`src/rtl/apb_slave_mem_if.sv`:
```
// APB bus bundle between the bridge (master) and apb_slave_mem (slave).
// Clock and reset stay as plain ports on the modules that use this bundle.
interface apb_slave_mem_if #(
  parameter int NUM_SLAVES = 4
);
  logic [NUM_SLAVES-1:0] PSELx;
  logic                  PENABLE;
  logic                  PWRITE;
  logic [31:0]           PADDR;
  logic [31:0]           PWDATA;
  logic [31:0]           PRDATA;

  modport master (
    output PSELx, PENABLE, PWRITE, PADDR, PWDATA,
    input  PRDATA
  );

  modport slave (
    input  PSELx, PENABLE, PWRITE, PADDR, PWDATA,
    output PRDATA
  );
endinterface

```
`src/rtl/apb_slave_mem.sv`:
```
// APB responder: NUM_SLAVES word-addressed banks of DEPTH words, with two-phase protocol checking.
// Define APB_SLV_PROT_CHECK_EN to build the prot_err / err_cnt reporting; otherwise both read as 0.
module apb_slave_mem #(
  parameter int NUM_SLAVES = 4,
  parameter int DEPTH      = 16
) (
  input  logic           HCLK,
  input  logic           HRESET,
  apb_slave_mem_if.slave apb,
  output logic           prot_err,
  output logic [7:0]     err_cnt
);

  localparam int AW = $clog2(DEPTH);
  localparam int SW = (NUM_SLAVES > 1) ? $clog2(NUM_SLAVES) : 1;

  typedef enum logic [1:0] {
    ST_IDLE   = 2'd0,
    ST_SETUP  = 2'd1,
    ST_ACCESS = 2'd2
  } state_e;

  function automatic logic multi_hot(input logic [NUM_SLAVES-1:0] v);
    logic seen;
    logic multi;
    seen  = 1'b0;
    multi = 1'b0;
    for (int i = 0; i < NUM_SLAVES; i++) begin
      multi = multi | (seen & v[i]);
      seen  = seen | v[i];
    end
    return multi;
  endfunction

  function automatic logic [SW-1:0] onehot_idx(input logic [NUM_SLAVES-1:0] v);
    logic [SW-1:0] idx;
    idx = {SW{1'b0}};
    for (int i = 0; i < NUM_SLAVES; i++) begin
      idx = idx | ({SW{v[i]}} & SW'(i));
    end
    return idx;
  endfunction

  function automatic logic [AW-1:0] word_of(input logic [31:0] addr);
    return addr[AW+1:2];
  endfunction

  state_e                state_q, state_d;
  logic [NUM_SLAVES-1:0] sel_q, sel_d;
  logic [31:0]           addr_q, addr_d;
  logic                  write_q, write_d;
  logic                  drop_q, drop_d;
  logic [31:0]           prdata_q, prdata_d;
  logic [31:0]           mem_q [NUM_SLAVES][DEPTH];

  logic                  multi_s;
  logic                  match_s;
  logic                  illegal_s;
  logic                  mem_we_s;
  logic [SW-1:0]         rd_bank_s;
  logic [AW-1:0]         rd_word_s;
  logic [SW-1:0]         wr_bank_s;
  logic [AW-1:0]         wr_word_s;

  assign multi_s   = multi_hot(apb.PSELx);
  assign match_s   = (apb.PSELx == sel_q) && (apb.PADDR == addr_q) && (apb.PWRITE == write_q);
  // PENABLE is only legal in the cycle right after a setup that is still held unchanged.
  assign illegal_s = multi_s || (apb.PENABLE && !((state_q == ST_SETUP) && match_s));
  assign rd_bank_s = onehot_idx(apb.PSELx);
  assign rd_word_s = word_of(apb.PADDR);
  assign wr_bank_s = onehot_idx(sel_q);
  assign wr_word_s = word_of(addr_q);

  // Next-state, setup latching, read-data load and write strobe.
  always_comb begin
    state_d  = state_q;
    sel_d    = sel_q;
    addr_d   = addr_q;
    write_d  = write_q;
    drop_d   = drop_q;
    prdata_d = 32'h0000_0000;
    mem_we_s = 1'b0;
    // drop_q marks the remaining cycles of an already-rejected transfer so it is reported once.
    if (illegal_s) begin
      state_d = ST_IDLE;
      drop_d  = 1'b1;
    end else if (apb.PENABLE) begin
      state_d  = ST_ACCESS;
      drop_d   = 1'b0;
      mem_we_s = write_q;
    end else if (|apb.PSELx) begin
      state_d  = ST_SETUP;
      drop_d   = 1'b0;
      sel_d    = apb.PSELx;
      addr_d   = apb.PADDR;
      write_d  = apb.PWRITE;
      prdata_d = apb.PWRITE ? 32'h0000_0000 : mem_q[rd_bank_s][rd_word_s];
    end else begin
      state_d = ST_IDLE;
      drop_d  = 1'b0;
    end
  end

  // Control registers, read-data register and bank storage.
  always_ff @(posedge HCLK or posedge HRESET) begin
    if (HRESET) begin
      state_q  <= ST_IDLE;
      sel_q    <= {NUM_SLAVES{1'b0}};
      addr_q   <= 32'h0000_0000;
      write_q  <= 1'b0;
      drop_q   <= 1'b0;
      prdata_q <= 32'h0000_0000;
      for (int b = 0; b < NUM_SLAVES; b++) begin
        for (int w = 0; w < DEPTH; w++) begin
          mem_q[b][w] <= 32'h0000_0000;
        end
      end
    end else begin
      state_q  <= state_d;
      sel_q    <= sel_d;
      addr_q   <= addr_d;
      write_q  <= write_d;
      drop_q   <= drop_d;
      prdata_q <= prdata_d;
      if (mem_we_s) begin
        mem_q[wr_bank_s][wr_word_s] <= apb.PWDATA;
      end
    end
  end

  assign apb.PRDATA = prdata_q;

`ifdef APB_SLV_PROT_CHECK_EN
  logic       prot_err_q, prot_err_d;
  logic [7:0] err_cnt_q, err_cnt_d;
  logic       new_viol_s;

  assign new_viol_s = illegal_s && !drop_q;

  // Sticky flag and saturating violation counter.
  always_comb begin
    prot_err_d = prot_err_q;
    err_cnt_d  = err_cnt_q;
    if (new_viol_s) begin
      prot_err_d = 1'b1;
      if (err_cnt_q != 8'hFF) begin
        err_cnt_d = err_cnt_q + 8'd1;
      end else begin
        err_cnt_d = err_cnt_q;
      end
    end else begin
      prot_err_d = prot_err_q;
    end
  end

  // Reporting registers, cleared only by reset.
  always_ff @(posedge HCLK or posedge HRESET) begin
    if (HRESET) begin
      prot_err_q <= 1'b0;
      err_cnt_q  <= 8'h00;
    end else begin
      prot_err_q <= prot_err_d;
      err_cnt_q  <= err_cnt_d;
    end
  end

  assign prot_err = prot_err_q;
  assign err_cnt  = err_cnt_q;
`else
  assign prot_err = 1'b0;
  assign err_cnt  = 8'h00;
`endif

endmodule

```
`src/flat_wrapper.sv`:
```
// flat-port wrapper written by rule: the top's interface ports become plain ports
module apb_slave_mem_flat 
#(
  parameter int NUM_SLAVES = 4,
  parameter int DEPTH      = 16
)
  (HCLK, HRESET, prot_err, err_cnt, apb_PSELx, apb_PENABLE, apb_PWRITE, apb_PADDR, apb_PWDATA, apb_PRDATA);
  apb_slave_mem_if #(.NUM_SLAVES(NUM_SLAVES)) apb_i ();
  input  logic HCLK;
  input  logic HRESET;
  output logic prot_err;
  output logic [7:0] err_cnt;
  input wire logic [$bits(apb_i.PSELx)-1:0] apb_PSELx;
  input wire logic [$bits(apb_i.PENABLE)-1:0] apb_PENABLE;
  input wire logic [$bits(apb_i.PWRITE)-1:0] apb_PWRITE;
  input wire logic [$bits(apb_i.PADDR)-1:0] apb_PADDR;
  input wire logic [$bits(apb_i.PWDATA)-1:0] apb_PWDATA;
  output wire logic [$bits(apb_i.PRDATA)-1:0] apb_PRDATA;
  assign apb_i.PSELx = apb_PSELx;
  assign apb_i.PENABLE = apb_PENABLE;
  assign apb_i.PWRITE = apb_PWRITE;
  assign apb_i.PADDR = apb_PADDR;
  assign apb_i.PWDATA = apb_PWDATA;
  assign apb_PRDATA = apb_i.PRDATA;
  apb_slave_mem #(.NUM_SLAVES(NUM_SLAVES), .DEPTH(DEPTH)) u_core (.HCLK(HCLK), .HRESET(HRESET), .apb(apb_i), .prot_err(prot_err), .err_cnt(err_cnt));
endmodule
```
`config.mk`:
```
export PLATFORM = sky130hd
export DESIGN_NAME = apb_slave_mem_flat
export DESIGN_NICKNAME = d
export VERILOG_FILES = /design/src/rtl/apb_slave_mem_if.sv /design/src/rtl/apb_slave_mem.sv /design/src/flat_wrapper.sv
export SDC_FILE = /design/constraint.sdc
export NUM_CORES = 2
export LEC_CHECK = 0
export ABC_AREA = 0
export BUFFER_PORTS_ARGS = -buffer_cell sky130_fd_sc_hd__buf_2
export CORE_MARGIN = 5
export CORE_UTILIZATION = 47
export DETAILED_ROUTE_END_ITERATION = 16
export PLACE_DENSITY_LB_ADDON = 0.2
export SLEW_MARGIN = 10
export SYNTH_ARGS = -nofsm -noshare
export SYNTH_HDL_FRONTEND = slang
export SYNTH_SLANG_ARGS = --single-unit
```
`constraint.sdc`:
```
create_clock -name HCLK -period 88.8 [get_ports HCLK]
set_clock_uncertainty 0.05 [all_clocks]
set_input_delay 22.2 -clock HCLK [delete_from_list [all_inputs] [get_ports HCLK]]
set_output_delay 22.2 -clock HCLK [all_outputs]
set_load 0.05 [all_outputs]
```
== After elaboration in Yosys (flattened, before gate mapping) ==
Cells that the tools add are included.
Storage, ports and cells
  memory bits (writable): 0
  memories kept: 0
  bits in latches: 0
  word-level logic and storage cells: 126
  flip-flop bits (word level): 2119
  input bits: 72
  output and inout port bits: 41
  ROM bits: 0
Cells by class
  muxes and demuxes: 20
  order comparisons: 6
  $mul: 0
  reductions and logical operators: 10
  equality and inequality tests: 4
  add/subtract/negate cells: 0
  bitwise logic cells: 17
  shifts and indexed selects: 0
  divide/modulo/power cells: 0
Operators with widths (count)
  2048-bit bitwise mux: 1
  512-bit 2-to-1 mux: 3
  512-bit binary-select mux with 2-bit select: 1
  512-bit demux with 2-bit select: 1
  32-bit 2-to-1 mux: 7
  32-bit binary-select mux with 4-bit select: 1
  32-bit demux with 4-bit select: 1
  32-bit == test: 1
  5-bit greater-or-equal comparator, second input constant: 2
  4-bit inverter with 5-bit output: 2
  3-bit greater-or-equal comparator, second input constant: 2
  1-bit logical AND: 6
  2-bit inverter with 3-bit output: 2
  5-bit by 1-bit < comparator with 1-bit output, second input constant: 1
  4-bit == test: 1
  2-bit 2-to-1 mux: 2
  1-bit OR: 4
  1-bit by 2-bit OR with 2-bit output: 2
  2-bit OR: 2
  4-bit OR reduction: 1
  1-bit AND: 3
  3-bit by 1-bit < comparator with 1-bit output, second input constant: 1
  1-bit 2-to-1 mux: 3
  3-bit AND reduction: 1
  other kinds (5): 6

== Longest topological paths before layout ==
  depth in word-level cells: 13
  depth in mapped cells: 12

== Least setup slack after synthesis ==
OpenSTA, ideal clock, no wires.
  path type: input to register
  start: in apb_PSELx[1]
  end: reg u_core.mem_q[100] (netlist name)
  stages on the path: 9
  buffers on the path: 3
  setup time: 0.125 ns
  data required time: 88.625 ns
  setup slack: 64.184 ns
  arrival: 24.442 ns
  path through: buf_2 -> xor2_1 -> nor4_1 -> nand4_1 -> nor4b_2 -> and2_1 -> clkbuf_1 -> buf_2 -> mux2_2
On the way
  longest elaborated chain between the ends: 8
  elaborated cells between the ends (all ways): 15
  those cells by class: eq/ne (1); mux (1); bitwise (7); reduce/logical (6)
RTL lines
  start: declaration: RTL line flat_wrapper.sv:13  | input wire logic [$bits(apb_i.PSELx)-1:0] apb_PSELx;
  4-bit == test: RTL line apb_slave_mem.sv:66  | assign match_s = (apb.PSELx == sel_q) && (apb.PADDR == addr_q) && (apb.PWRITE == write_q);
  1-bit logical AND (2 in a row): RTL line apb_slave_mem.sv:66
  1-bit logical AND: RTL line apb_slave_mem.sv:68  | assign illegal_s = multi_s || (apb.PENABLE && !((state_q == ST_SETUP) && match_s));
  1-bit zero test: RTL line apb_slave_mem.sv:68
  1-bit logical AND: RTL line apb_slave_mem.sv:68
  1-bit logical OR *: RTL line apb_slave_mem.sv:68
  1-bit 2-to-1 mux *: RTL line apb_slave_mem.sv:84  | if (illegal_s) begin
  end signal: indexed assignment: RTL line apb_slave_mem.sv:126  | mem_q[wr_bank_s][wr_word_s] <= apb.PWDATA;
  end: declaration: RTL line apb_slave_mem.sv:54  | logic [31:0] mem_q [NUM_SLAVES][DEPTH];
Every way passes the cells marked *; elsewhere a longest branch is shown, timed or not.
A chain may end at the register's enable or synchronous reset.

==> summary.txt <==
Status: finished, final reports clean
Core area: 0.205 sq mm
Final total negative setup slack: 0 ns
First-pass GRT wire length: 433 mm
Switching share of power: 24.0%
Initial Util: 47.2%
Ys async rst share: 100%
Maximum clock path buffer count: 3
Antenna violations before repair: 9
Drt total wl: 291 mm
FP Rows: 166
Switching pwr: 487 uW
Clk pwr share: 45.9%
Setup violations, final: 0
Hpwl dp: 164 mm
Largest area contributor in the netlist: dfrtp_1
Final hold viol count: 0
Comb pwr share: 6.1%
Port Buffers: 103
Post-synth top area share: 54.8%
Worst rel slew slack: 18.3%
Most frequent cells after synthesis: 2119 x dfrtp_1, 1261 x mux2_2, 930 x mux2_1, 408 x clkbuf_1, 278 x nand2_1
HP Class: reg2reg
Remaining antenna violation count: 0
Worst Setup SP: HRESET
Routed vias: 61400
Worst-path clk slew: 0.06 ns
RSZ-0062 raised after global routing: false
Clk root buf: clkbuf_16
I/O pin total: 113
Hold path startpoint: u_core.mem_q[1867]
Hold-fix buffers, CTS: 0
Final GP Congestion: 0.828
Remaining DRCs: 0
CTS tree: built
Vias/cell: 6.31
CP endpoint: u_core.mem_q[1041]
Yosys warns: 0
Largest net degree at the start of global routing: 191
Synth Instances: 7093
Top-count cell post-synth: dfrtp_1
Primary FF master, synth: dfrtp_1
Post-Syn Area: 0.0967 sq mm
Syn_area_per_cell: 13.6 sq um
Internal Pwr Total: 1540 uW
Post-synthesis cell type count: 69
Reg2reg start: u_core.addr_q[2]
Sequential area share after synthesis: 54.8%
Reg power frac: 48.0%
Yosys reg bits: 2119
Max frequency: 37.0 MHz
Post-CTS Resized: 0
Setup crit start kind: primary input
Number of max-cap violations: 0
DIE HEIGHT: 464 microns
EDFF count, synth: 0
Slew Viols, Final: 0
Die Width: 464 microns
VDD IR max: 0.0212 mV
Post-CTS Setup Inserts: 0
Critical Path Max Stage Delay: 0.87 ns
Critical Path Stages: 8
Gr usage total: 26.7%
Die ar.: 0.215 sq mm
Worst Reg-to-Reg Cells: 7
Power, Total: 2030 uW
Required time of the critical path: 89.59 ns
Cell mode on critical path: buf_4
CTS Buf Count: 220
WL/cell: 29.9 microns
Crit path time final: 27.00 ns
Top cells by area, synth: dfrtp_1 55%, mux2_2 15%, mux2_1 11%, mux4_2 3.7%, mux2i_1 2.3%
WS Path Type: in2async
Drt initial violations: 4519
Maximum fanout along the worst path: 154
Crit path cell chain: buf_2, inv_8, buf_4, buf_12, buf_4, buf_4, buf_4, buf_4
Final net count: 6936
P_leak: 0.0532 uW
GRT overflow: 0
Worst-Skew Late Latency: 0.85 ns
TritonRoute pass-1 iters: 5
Crit. End Element: asynchronous set/reset pin
Reg2Reg Setup Slack: 84.83 ns
Slew @ Worst Pin: 1.23 ns
Critical path buffer and inverter count: 8
Clock sink count: 2119
CP top delay family: buffers and inverters
Layout area overhead: 10.1%
CTS H-Tree Depth: 4
Crit Reg-Reg Endpoint: u_core.mem_q[22]
Cell area power density: 19.1 mW/mm^2
Crit path DAT: 27.79 ns
Layout cells sized above 1: 30.3%
Post-route clock period utilization: 30.4%
Worst path slowest cell: buf_4
Vias in the first global route: 63800
through the flow:
step / cells / cell area (sq um) / util [%] / hold slack, ns / setup WS (ns)
finish: 9734 / 107000 / 52.0 / 0.430 / 61.80
global route: 9731 / 107000 / 52.0 / 0.442 / 60.84
CTS: 9730 / 107000 / 52.0 / 0.436 / 61.57
detailed placement: 9330 / 99200 / 48.5 / 0.423 / 60.67
global placement: 9330 / 99200 / 48.5 / 0.415 / 60.81
floorplan: 7101 / 96800 / - / 0.406 / 6.69
cells in the final DEF (no fill, tap or decap), drive strengths merged, types with 15 or more instances in the layout:
master,Yosys,final
o31ai,30,30
mux2,2191,2191
o211ai,33,33
nand3,18,18
xnor2,18,18
a21oi,205,205
dfrtp,2119,2119
a32oi,16,16
nand2b,15,15
nor2b,47,47
nor2,117,117
a311oi,28,28
xor2,20,20
a22oi,46,46
buf,333,282
mux4,158,158
o221ai,66,66
o2111ai,18,18
a31oi,42,42
a221o,17,17
nand2,304,304
o32ai,16,16
o311a,16,16
clkbuf,408,346
or4,15,15
mux2i,222,222
a221oi,67,67
nor3b,15,15
a211oi,49,49
o22ai,103,103
nor4,55,55
o311ai,16,16
o21ai,165,165
clkinv,0,38
o2bb2ai,16,16
final cells by class:
class | count | area [sq um]
Fill cell | 17200 | 98200
Sequential cell | 2119 | 53000
Multi-Input combinational cell | 4234 | 40800
Clock buffer | 346 | 6730
Tap cell | 2688 | 3360
Timing Repair Buffer | 282 | 1990
Clock inverter | 54 | 576
Inverter | 7 | 36.3
Antenna cell | 4 | 10.0
how the worst min path moves through the flow:
stage	to	slack, ns	cells past startpoint
floorplan	u_core.mem_q[1111]	0.41	1
global placement	u_core.mem_q[1711]	0.42	1
detailed placement	u_core.mem_q[1882]	0.42	1
CTS	u_core.mem_q[1706]	0.44	1
global route	u_core.mem_q[1705]	0.44	1
finish	u_core.mem_q[1867]	0.43	1
cells by family after synthesis:
group | Yosys count | share of synthesized area, %
simple gates | 644 | 3.30
mux | 2571 | 31.5
flops | 2119 | 54.8
buf+inv | 748 | 3.24
xor+xnor | 38 | 0.344
other cells | 1 | 0.00388
fa+ha+maj | 1 | 0.0103
compound gates | 971 | 6.81
state kept, by name, indices dropped and copies added (netlist names):
| signal | count |
|---|---|
| u_core.write_q | 1 |
| u_core.sel_q | 4 |
| u_core.mem_q | 2048 |
| u_core.apb.PRDATA | 32 |
| u_core.state_q | 2 |
| u_core.addr_q | 32 |
power groups by stage:
stage	logic (uW)	clock network (uW)	registers, uW
floorplan	76.3	0	995
global placement	122	0	992
detailed placement	124	0	993
CTS	124	947	975
global route	133	987	975
finish	123	932	975
per-layer routing:
metal / track usage (%) / part of all wire (%) / up-vias / wire (microns)
li1: - / - / 25700 / -
met1: 36.6 / 43 / 33300 / 125000
met2: 43.1 / 47 / 1955 / 136000
met3: 4.58 / 6.1 / 478 / 17700
met4: 9.71 / 3.9 / 6 / 11400
met5: 0 / 0.013 / - / 38
Power figures use the tool's default switching activity.
